## src/rtl/datapath_pkg.sv

```systemverilog
// Shared types and constants for the single-cycle datapath fetch stage.
package datapath_pkg;

    // Fetch sequencer states.
    typedef enum logic [1:0] {
        ST_IDLE = 2'd0,
        ST_RUN  = 2'd1,
        ST_HALT = 2'd2
    } fetch_state_t;

    // Halt cause encodings reported on halt_cause.
    localparam logic [1:0] HC_NONE  = 2'b00;
    localparam logic [1:0] HC_REQ   = 2'b01;
    localparam logic [1:0] HC_RANGE = 2'b10;
    localparam logic [1:0] HC_ALIGN = 2'b11;

    // Instruction width in bytes; the PC advances by this much.
    localparam int INSTR_BYTES = 4;

endpackage

```

## src/rtl/next_pc_sel.sv

```systemverilog
// Next-PC target mux with alignment and range flags for the fetch stage.
module next_pc_sel
    import datapath_pkg::*;
#(
    parameter int MEM_BYTES = 60
) (
    input  logic [31:0] pc_plus4,
    input  logic        branch_taken,
    input  logic [15:0] branch_offset,
    input  logic        jump,
    input  logic [25:0] jump_target,
    input  logic        jump_reg,
    input  logic [31:0] reg_target,
    output logic [31:0] next_pc,
    output logic        misaligned,
    output logic        out_of_range
);

    // Highest legal fetch address: the last full word inside the memory.
    localparam logic [31:0] LAST_PC = 32'(MEM_BYTES - INSTR_BYTES);

    logic [31:0] branch_disp;

    // Signed word offset turned into a byte displacement; the add wraps mod 2^32.
    assign branch_disp = {{14{branch_offset[15]}}, branch_offset, 2'b00};

    // Target priority: register jump, absolute jump, branch, then fall-through.
    always_comb begin
        next_pc = pc_plus4;
        if (jump_reg)
            next_pc = reg_target;
        else if (jump)
            next_pc = {pc_plus4[31:28], jump_target, 2'b00};
        else if (branch_taken)
            next_pc = pc_plus4 + branch_disp;
    end

    assign misaligned   = (next_pc[1:0] != 2'b00);
    assign out_of_range = (next_pc > LAST_PC);

endmodule

```

## src/rtl/fetch_pc_unit.sv

```systemverilog
// PC register and fetch sequencer; pc drives the instruction memory address,
// whose combinational read returns the word at pc in the same cycle.
module fetch_pc_unit
    import datapath_pkg::*;
#(
    parameter logic [31:0] RESET_PC  = 32'h0000_0000,
    parameter int          MEM_BYTES = 60
) (
    input  logic        clk,
    input  logic        reset,
    input  logic        stall,
    input  logic        halt_req,
    input  logic        branch_taken,
    input  logic [15:0] branch_offset,
    input  logic        jump,
    input  logic [25:0] jump_target,
    input  logic        jump_reg,
    input  logic [31:0] reg_target,
    output logic [31:0] pc,
    output logic [31:0] pc_plus4,
    output logic        fetch_valid,
    output logic        halted,
    output logic [1:0]  halt_cause,
    output logic [15:0] fetch_count
);

    fetch_state_t state_q, state_d;
    logic [31:0]  pc_d;
    logic [1:0]   cause_d;
    logic [15:0]  count_d;
    logic [31:0]  next_pc;
    logic         misaligned;
    logic         out_of_range;

    assign pc_plus4 = pc + 32'(INSTR_BYTES);

    next_pc_sel #(
        .MEM_BYTES(MEM_BYTES)
    ) u_next_pc_sel (
        .pc_plus4     (pc_plus4),
        .branch_taken (branch_taken),
        .branch_offset(branch_offset),
        .jump         (jump),
        .jump_target  (jump_target),
        .jump_reg     (jump_reg),
        .reg_target   (reg_target),
        .next_pc      (next_pc),
        .misaligned   (misaligned),
        .out_of_range (out_of_range)
    );

    // Next-state logic: halt beats stall, alignment beats range, HALT absorbs.
    always_comb begin
        state_d = state_q;
        pc_d    = pc;
        cause_d = halt_cause;
        count_d = fetch_count;
        case (state_q)
            ST_IDLE: state_d = ST_RUN;
            ST_RUN: begin
                if (halt_req) begin
                    state_d = ST_HALT;
                    cause_d = HC_REQ;
                end else if (stall) begin
                    // hold everything
                end else if (misaligned) begin
                    state_d = ST_HALT;
                    cause_d = HC_ALIGN;
                end else if (out_of_range) begin
                    state_d = ST_HALT;
                    cause_d = HC_RANGE;
                end else begin
                    pc_d = next_pc;
                    if (fetch_count != 16'hFFFF)
                        count_d = fetch_count + 16'd1;
                end
            end
            ST_HALT: state_d = ST_HALT;
            default: state_d = ST_IDLE;
        endcase
    end

    // State and output registers; status flags are registered from the next state.
    always_ff @(posedge clk) begin
        if (reset) begin
            state_q     <= ST_IDLE;
            pc          <= RESET_PC;
            halt_cause  <= HC_NONE;
            fetch_count <= 16'd0;
            fetch_valid <= 1'b0;
            halted      <= 1'b0;
        end else begin
            state_q     <= state_d;
            pc          <= pc_d;
            halt_cause  <= cause_d;
            fetch_count <= count_d;
            fetch_valid <= (state_d == ST_RUN);
            halted      <= (state_d == ST_HALT);
        end
    end

endmodule

```

## config.mk

```make
export PLATFORM = sky130hd
export DESIGN_NAME = fetch_pc_unit
export DESIGN_NICKNAME = d
export VERILOG_FILES = /design/src/rtl/datapath_pkg.sv /design/src/rtl/next_pc_sel.sv /design/src/rtl/fetch_pc_unit.sv
export SDC_FILE = /design/constraint.sdc
export NUM_CORES = 1
export LEC_CHECK = 0
export ABC_AREA = 0
export CAP_MARGIN = 20
export CORE_MARGIN = 3
export CORE_UTILIZATION = 30
export CTS_BUF_LIST = sky130_fd_sc_hd__clkbuf_4 sky130_fd_sc_hd__clkbuf_8 sky130_fd_sc_hd__clkbuf_16
export DETAILED_ROUTE_END_ITERATION = 6
export GPL_ROUTABILITY_DRIVEN = 1
export GPL_TIMING_DRIVEN = 1
export PLACE_DENSITY_LB_ADDON = 0.2
export SKIP_CTS_REPAIR_TIMING = 1
export SLEW_MARGIN = 5
export SYNTH_ARGS = -nofsm -noshare
export SYNTH_HDL_FRONTEND = slang
export SYNTH_SLANG_ARGS = --single-unit
```

## constraint.sdc

```tcl
create_clock -name clk -period 9.3 [get_ports clk]
set_clock_uncertainty 0.05 [all_clocks]
set_input_delay 1.86 -clock clk [delete_from_list [all_inputs] [get_ports clk]]
set_output_delay 1.86 -clock clk [all_outputs]
set_load 0.05 [all_outputs]
```

### Yosys cells after proc, flatten, opt, wreduce, memory -nomap -nowiden

Index checks and enable logic that the tools add are counted.

* input port bits: 81
* word-level logic and storage cells: 38
* register bits after elaboration: 54

* muxes and demuxes: 12
* equal/unequal tests: 6
* add/subtract/negate cells: 3
* reduce and logical (&&, ||, !) cells: 6
* bitwise gates (word level): 4
* magnitude comparators: 1

Operator list (number)
* two-way mux 32 bit: 3
* adder 32 x 3 -> 32 bit (second input constant): 1
* adder 32 bit: 1
* > comparator 32 x 6 -> 1 bit (second input constant): 1
* adder 16 x 1 -> 16 bit (second input constant): 1
* two-way mux 2 bit: 8
* inequality test 16 bit (second input constant): 1
* one-hot mux 2 bit (3 select lines): 1
* AND reduction 6 bit: 1
* AND reduction 5 bit: 1
* == test 2 x 1 -> 1 bit (second input constant): 2
* == test 2 bit (second input constant): 2
* NOT 1 bit: 4
* AND reduction 3 bit: 1
* nonzero test 3 bit: 1
* zero test 2 bit: 1
* inequality test 2 x 1 -> 1 bit (second input constant): 1
* nonzero test 2 bit: 1

### Logic depth before layout (Yosys ltp)

Gate-level depths: netlist (run 1).

* depth in word-level cells: 12
* depth in mapped cells: 21
* gate-level depth less buffers: 17

### Cells and area by module

A second synthesis (run 1) with hierarchy kept.

* cell total of the unflattened synthesis: 793
* area, all modules: 5680.4 µm²

Modules (own cells, without submodules)
* fetch_pc_unit: instances 1, cells each 352, seq. area each 1081.0 µm², area an instance 2841.5 µm²
* next_pc_sel: instances 1, cells each 441, seq. area each 0.0 µm², area an instance 2839.0 µm²

### Worst setup path after synthesis (run 1)

No wires, ideal clock.

* path type: register to register
* from: register pc[11]
* to: register fetch_count[10]
* data required time: 9127 ps
* data arrival time: 5972 ps
* slack: 3154 ps
* cell stages (with the launch flop): 17
* clock period less this slack: 6146 ps
* cell sequence: dfxtp_1 > nand3_1 > nor4_1 > clkbuf_1 > nand4_1 > xnor2_1 > ha_1 > a211oi_1 > o21bai_1 > o21ai_0 > a2111oi_0 > a221oi_1 > nand2_1 > a2111oi_0 > o2111ai_1 > or4_1 > mux2_1

* word-level cells in the longest chain between the ends: 8

RTL lines
* start: declaration: RTL line fetch_pc_unit.sv:19 `output logic [31:0] pc,`
* start signal: assignment: RTL line fetch_pc_unit.sv:94 `pc <= pc_d;`
* adder 32 x 3 -> 32 bit (*): RTL line fetch_pc_unit.sv:35 `assign pc_plus4 = pc + 32'(INSTR_BYTES);`
* via pc_plus4[20]: RTL line fetch_pc_unit.sv:20 `output logic [31:0] pc_plus4,`
* adder 32 bit: RTL line next_pc_sel.sv:35 `next_pc = pc_plus4 + branch_disp;`
* two-way mux 32 bit (*): RTL line next_pc_sel.sv:34 `else if (branch_taken)`
* two-way mux 32 bit (*): RTL line next_pc_sel.sv:32 `else if (jump)`
* two-way mux 32 bit (*): RTL line next_pc_sel.sv:30 `if (jump_reg)`
* > comparator 32 x 6 -> 1 bit (*): RTL line next_pc_sel.sv:39 `assign out_of_range = (next_pc > LAST_PC);`
* NOT 1 bit (no source line) (*)
* AND reduction 6 bit (no source line) (*)
* end signal: assignment: RTL line fetch_pc_unit.sv:96 `fetch_count <= count_d;`
* end: declaration: RTL line fetch_pc_unit.sv:24 `output logic [15:0] fetch_count`

The timed path passes the listed nets; every way through them passes the cells marked *.
A chain may end at the register's enable or synchronous reset.

### Worst setup path after layout (run 1)

* from: input port branch_offset[15]
* to: register fetch_count[15]

* word-level cells in the longest chain between the ends: 7

RTL lines
* start: declaration: RTL line fetch_pc_unit.sv:14 `input logic [15:0] branch_offset,`
* adder 32 bit: RTL line next_pc_sel.sv:35
* two-way mux 32 bit: RTL line next_pc_sel.sv:34
* two-way mux 32 bit: RTL line next_pc_sel.sv:32
* two-way mux 32 bit: RTL line next_pc_sel.sv:30
* > comparator 32 x 6 -> 1 bit: RTL line next_pc_sel.sv:39
* NOT 1 bit (no source line)
* AND reduction 6 bit (no source line)

Every way passes these cells.

==> metrics.yaml, run 1 <==
run_status:
  run_status: "complete, no violations"
power:
  cell_internal_power_mw: 0.438
  peakVddDrop_uv: 117
  sw_frac_of_total_pct: 27.9
  clockPowerShare_pct: 35.2
  share_seq_of_total_power_pct: 39.4
  power.static_leakage_nw: 2.67
  report.power.total_mw: 0.607
  power.density_cell_area_nw_per_um2: 80.5
  total_switching_power_mw: 0.170
  combPwrFrac_pct: 25.4
synthesis:
  async_flop_share_pct: 0
  warnings_from_yosys: 0
  synthFlopType: "dfxtp_1"
  mappedNetlistNets: 858
  synth-edff-count: 0
  netlist_instances: 744
  synth_cell_types: 77
  ys_seq_elements: 54
  seq_area_frac_synth_pct: 19.5
  yosys.area.top_type_share_pct: 19.5
  synth_largest_area_cell: "dfxtp_1"
  netlist_top_cells_area: "dfxtp_1 (20%), ha_1 (7.2%), a21oi_1 (5.1%)"
  synth.cell_area_um2: 5540
  syn_area_per_cell_um2: 7.44
floorplanning:
  chipHeight_um: 142
  area_of_the_core_um2: 18000
  floorplan.die_area_um2: 20100
  std_cell_rows: 49
  starting_utilization_of_the_core_area_pct: 30.7
  floorplan.io_pins: 165
  die-width_um: 142
global_route:
  grt_antenna_before_repair: 0
  total_congestion_overflow: 0
  grt_util_all_layers_pct: 22.2
  grt_pass1_vias: 6392
  grt_first_pass_wirelength_mm: 36.1
  grt_max_degree: 56
placement:
  port_bufs: 164
  globalplace.congestion: 0.955
  placedCellCount: 1100
  place.detailed.hpwl_mm: 18.1
setup_path:
  worst_path_largest_cell_delay_ns: 0.89
  crit_path_max_fanout: 30
  setup.worst_path.class: "input port to register"
  cp_data_required_time_ns: 9.44
  cp-end-kind: "register"
  crit_path_cells: "clkdlybuf4s50_1, ha_1, nand2_1, o21ai_0, nor2_1, a31oi_1, xor2_1, a22o_1, a2111oi_0, o2111ai_4, buf_4, nor4_1, mux2_2"
  start_kind: "input port"
  timing.critical_path.arrival_ns: 7.41
  worst_path_max_delay_cell: "a2111oi_0"
  timing.critical_path.max_delay_family: "compound AO/OA/AOI/OAI gates"
  cp_num_buf_inv: 2
routing:
  drt_iter0_markers: 684
  dr.pass1.iters: 5
  wl_per_cell_um: 20.9
  num_vias: 6689
  wl_mm: 23.1
  detail_route.vias_per_cell: 6.04
  final_antenna_net_count: 0
  drc_errors: 0
cts:
  path_clk_slew_ns: 0.07
  tritoncts_buffers: 5
  clock_tree.buffer_depth: 2
  cts.sink_count: 54
  htreeDepth: 2
  clock_tree_from_tritoncts: "built"
  clkLatencyLatePin_ns: 0.29
  cts_root_buffer: "clkbuf_16"
sta:
  timing.fmax_ghz: 0.137
  final-setup-viol-count: 0
  maxSlewHeadroom_pct: 28.1
  timing_max_transition_violations_final: 0
  totalNegativeSetupSlack_ns: 0
  fin_crit_sh_pct: 78.2
  timing.final.crit_period_ns: 7.28
  finalHoldViolCount: 0
  rsz0062_at_grt: "no"
  worst_pin_slew_ns: 1.05
layout:
  drive_gt1_share_pct: 4.67
  mostFrequentLayoutCell: "clkdlybuf4s50_1"
  finish.cell_count_without_fillers: 1107
  diodes: 0
  nets: 992
  most_frequent_cells_in_the_layout: "clkdlybuf4s50_1 (164), nand2_1 (72), a21oi_1 (56)"
  syn2layout_area_growth_pct: 36.1
flow_run:
  timing.max_cap.violations: 0
hold_path:
  hold_class: "register to register"
kinds of logic after synthesis:
logic type | count (synthesis) | share of synthesized area (%)
compound gates | 244 | 32.0
xor+xnor | 37 | 5.85
fa+ha+maj | 33 | 7.59
buf+inv | 63 | 4.56
flops | 54 | 19.5
mux | 11 | 2.12
simple gates | 302 | 28.3
worst register-to-register path, cell delays in order (launching register included):
cell and delay (ns):
dfxtp_1 0.49, nand3_1 0.34, nor2_1 0.69, and3_1 0.26
xor2_1 0.38, ha_1 0.38, a21oi_1 0.22, o22ai_1 0.15
o21ai_1 0.51, a31oi_1 0.21, xor2_1 0.18, a22o_1 0.25
a2111oi_0 0.89, o2111ai_4 0.64, buf_4 0.43, nor4_1 0.33
mux2_2 0.37
sequential cells by signal (all words and copies together), names as in the netlist:
signal and flops:
pc 32, halted 1, state_q 2, halt_cause 2, fetch_count 16, fetch_valid 1
area by class of cell:
cell class | instances | area, µm²
Inverter | 15 | 56.3
Multi-Input combinational cell | 627 | 4220
Clock buffer | 6 | 139
Sequential cell | 54 | 1080
Tap cell | 229 | 287
Timing Repair Buffer | 175 | 1720
Fill cell | 1888 | 10500
Clock inverter | 1 | 30.0
per-layer routing:
metal	share of wire, %	global-route usage, %	vias to the layer above
li1	-	-	3175
met1	44	30.4	3144
met2	45	35.9	322
met3	7.8	3.67	48
met4	2.8	6.72	0
met5	0	0	-
power groups by stage:
stage,combinational (mW),sequential (mW),clock (mW)
2_1_floorplan,0.0731,0.254,0
3_3_place_gp,0.152,0.244,0
3_5_place_dp,0.151,0.245,0
4_1_cts,0.152,0.239,0.218
5_1_grt,0.166,0.239,0.229
6_report,0.154,0.239,0.214
stage by stage:
step                      area (µm²)  hold WS, ns  utilization (%)  setup WS (ns)
after floorplan                 5540        0.387                -           3.15
after global placement          7370        0.422             40.9           1.91
after detailed placement        7370        0.430             40.9           1.82
after CTS                       7540        0.437             41.8           2.11
after global routing            7540        0.454             41.8           1.58
final                           7540        0.434             41.8           2.02
final timing paths:
check	slack, ns	endpoint	startpoint	depth (start not counted)
worst max-delay path	2.02	fetch_count[15]$_SDFFE_PP0P_	branch_offset[15]	13
worst min-delay path	0.43	halt_cause[0]$_SDFFE_PP0P_	halt_cause[0]$_SDFFE_PP0P_	2
worst min register to register	0.43	halt_cause[0]$_SDFFE_PP0P_	halt_cause[0]$_SDFFE_PP0P_	2
worst max register to register	2.43	fetch_count[15]$_SDFFE_PP0P_	pc[4]$_SDFFE_PP0P_	16
cells in the mapped netlist, types with 10 or more instances:
cell type and instances:
a21oi_1 56, a31oi_1 12, and3_1 22, clkbuf_1 41, dfxtp_1 54, ha_1 32, inv_1 14, nand2_1 72
nand3_1 32, nand4_1 29, nor2_1 51, nor3_1 19, nor4_1 15, o21a_1 11, o21ai_0 31, o311a_1 27
o31ai_1 13, or4_1 10, xnor2_1 23, xor2_1 14
(Power assumes the default switching activity.)
==> inputs of run 2 (changes only) <==
==> constraint.sdc (replaced) <==
create_clock -name clk -period 5.8 [get_ports clk]
set_clock_uncertainty 0.05 [all_clocks]
set_input_delay 1.16 -clock clk [delete_from_list [all_inputs] [get_ports clk]]
set_output_delay 1.16 -clock clk [all_outputs]
set_load 0.05 [all_outputs]
==> metrics.yaml, run 2 (synthesis gave the netlist of run 1 again) <==
layout:
  top_register: "pc"
  post-route-cell-area_um2: 7830
  multi_input_comb_area_um2: 4360
  utilization_of_the_core_after_routing_pct: 43.4
  n_fill_cell: 1868
  area.sequential_um2: 1080
  drive_gt1_share_pct: 8.88
  max_ffs_per_register: 32
  nets: 1014
  most_frequent_cells_in_the_layout: "clkdlybuf4s50_1 (164), nand2_1 (72), a21oi_1 (56)"
  diodes: 0
  finish.cell_count_without_fillers: 1130
  registers_with_the_most_flip_flops: "pc: 32 flops, fetch_count: 16 flops"
  syn2layout_area_growth_pct: 41.3
  mostFrequentLayoutCell: "clkdlybuf4s50_1"
sta:
  worst_pin_slew_ns: 0.732
  maxSlewHeadroom_pct: 51.0
  setup_ws_ns: 0.358
  rsz0062_at_grt: "no"
  timing.fmax_ghz: 0.184
  final-setup-viol-count: 0
  timing_max_transition_violations_final: 0
  final.hold.worst_slack_ns: 0.409
  finalHoldViolCount: 0
  fin_crit_sh_pct: 93.8
  timing.final.crit_period_ns: 5.44
  totalNegativeSetupSlack_ns: 0
setup_path:
  worst_path_max_delay_cell: "dfxtp_1"
  setup.worst_path.class: "register to register"
  start_kind: "register"
  regToRegStartpoint: "pc[5]$_SDFFE_PP0P_"
  worst_path_largest_cell_delay_ns: 0.47
  crit_path_cells: "nand3_1, nor2_1, buf_4, and3_1, xor2_2, ha_1, a21oi_1, o21ai_0, a21oi_1, o21ai_0, or3_1, a32o_1, or4_4, or2_1, buf_4, nor4_1, mux2_2"
  cp_data_required_time_ns: 5.95
  timing.critical_path.arrival_ns: 5.59
  cp-end-kind: "register"
  r2r_setup_slack_ns: 0.36
  reg2reg_depth: 17
  crit_path_max_fanout: 12
  r2r_path_end: "fetch_count[15]$_SDFFE_PP0P_"
routing:
  drc_errors: 0
  drt_iter0_markers: 587
  wl_mm: 22.9
  final_antenna_net_count: 0
  dr.pass1.iters: 7
  met1_length_mm: 10.1
  detail_route.vias_per_cell: 5.95
  num_vias: 6721
  met3_wirelength_mm: 1.72
  route.top_layer_used: "met4"
  route.met2.wl_mm: 10.5
  wl_per_cell_um: 20.3
cts:
  tritoncts_buffers: 5
  cts_root_buffer: "clkbuf_16"
  clock_tree_from_tritoncts: "built"
  path_clk_slew_ns: 0.08
  htreeDepth: 2
  clock_tree.buffer_depth: 2
  cts.sink_count: 54
  clkLatencyLatePin_ns: 0.30
placement:
  pre_cts_ws_ns: 0.230
  port_bufs: 164
  placement.cell_area_um2: 7670
  place.detailed.hpwl_mm: 18.1
  globalplace.congestion: 0.985
  placedCellCount: 1122
global_route:
  grt_pass1_vias: 6267
  grt_max_degree: 34
  total_congestion_overflow: 0
  grt_util_all_layers_pct: 21.8
  grt_first_pass_wirelength_mm: 35.1
  grt_antenna_before_repair: 0
hold_path:
  timing.hold.worst_endpoint: "fetch_valid$_SDFF_PP0_"
  min_delay_path_depth: 1
  hold_path.startpoint: "state_q[1]$_SDFF_PP0_"
  hold_class: "register to register"
flow_run:
  timing.max_cap.violations: 0
floorplanning:
  floorplan.die_area_um2: 20100
  die-width_um: 142
  floorplan.io_pins: 165
  std_cell_rows: 49
  area_of_the_core_um2: 18000
  chipHeight_um: 142
  starting_utilization_of_the_core_area_pct: 30.7
power:
  power.density_cell_area_nw_per_um2: 121
  power.static_leakage_nw: 2.88
  report.power.total_mw: 0.946
  peakVddDrop_uv: 105
run_status:
  run_status: "complete, no violations"
==> run 2: layer usage <==
layer / track usage [%] / vias up
li1: - / 3238
met4: 6.41 / 0
met5: 0 / -
met3: 4.15 / 32
met2: 35.6 / 277
met1: 29.2 / 3174
==> run 2: cell type report <==
type                            count  area share [%]
Clock buffer                        5            1.60
Timing Repair Buffer              197            24.1
Sequential cell                    54            13.8
Inverter                           15           0.720
Tap cell                          229            3.66
Multi-Input combinational cell    627            55.7
Clock inverter                      3           0.320
==> run 2: report_power, final <==
group          switching (mW)  internal [mW]
clock                   0.148          0.163
combinational           0.139          0.115
sequential            0.00453          0.378
==> run 2: worst max path at each step <==
stage / from / endpoint / slack, ns / cells past startpoint
detailed placement: branch_offset[0] / fetch_count[15]$_SDFFE_PP0P_ / 0.23 / 14
global route: pc[5]$_SDFFE_PP0P_ / fetch_count[6]$_SDFFE_PP0P_ / 0.004 / 18
global placement: branch_offset[0] / fetch_count[4]$_SDFFE_PP0P_ / 0.27 / 14
CTS: pc[5]$_SDFFE_PP0P_ / fetch_count[15]$_SDFFE_PP0P_ / 0.33 / 17
floorplan: pc[10]$_SDFFE_PP0P_ / fetch_count[10]$_SDFFE_PP0P_ / 0.02 / 17
finish: pc[5]$_SDFFE_PP0P_ / fetch_count[15]$_SDFFE_PP0P_ / 0.36 / 17
==> run 2: critical path, delay by kind of cell, from the launching register on <==
family	cells	cell delay, ns
adders and majority gates	1	0.36
and+or+nand+nor	7	2.21
AOI/OAI and AO/OA	5	1.19
DFF	1	0.47
buffers and inverters	2	0.43
xor gates and xnor gates	1	0.26
muxes	1	0.36
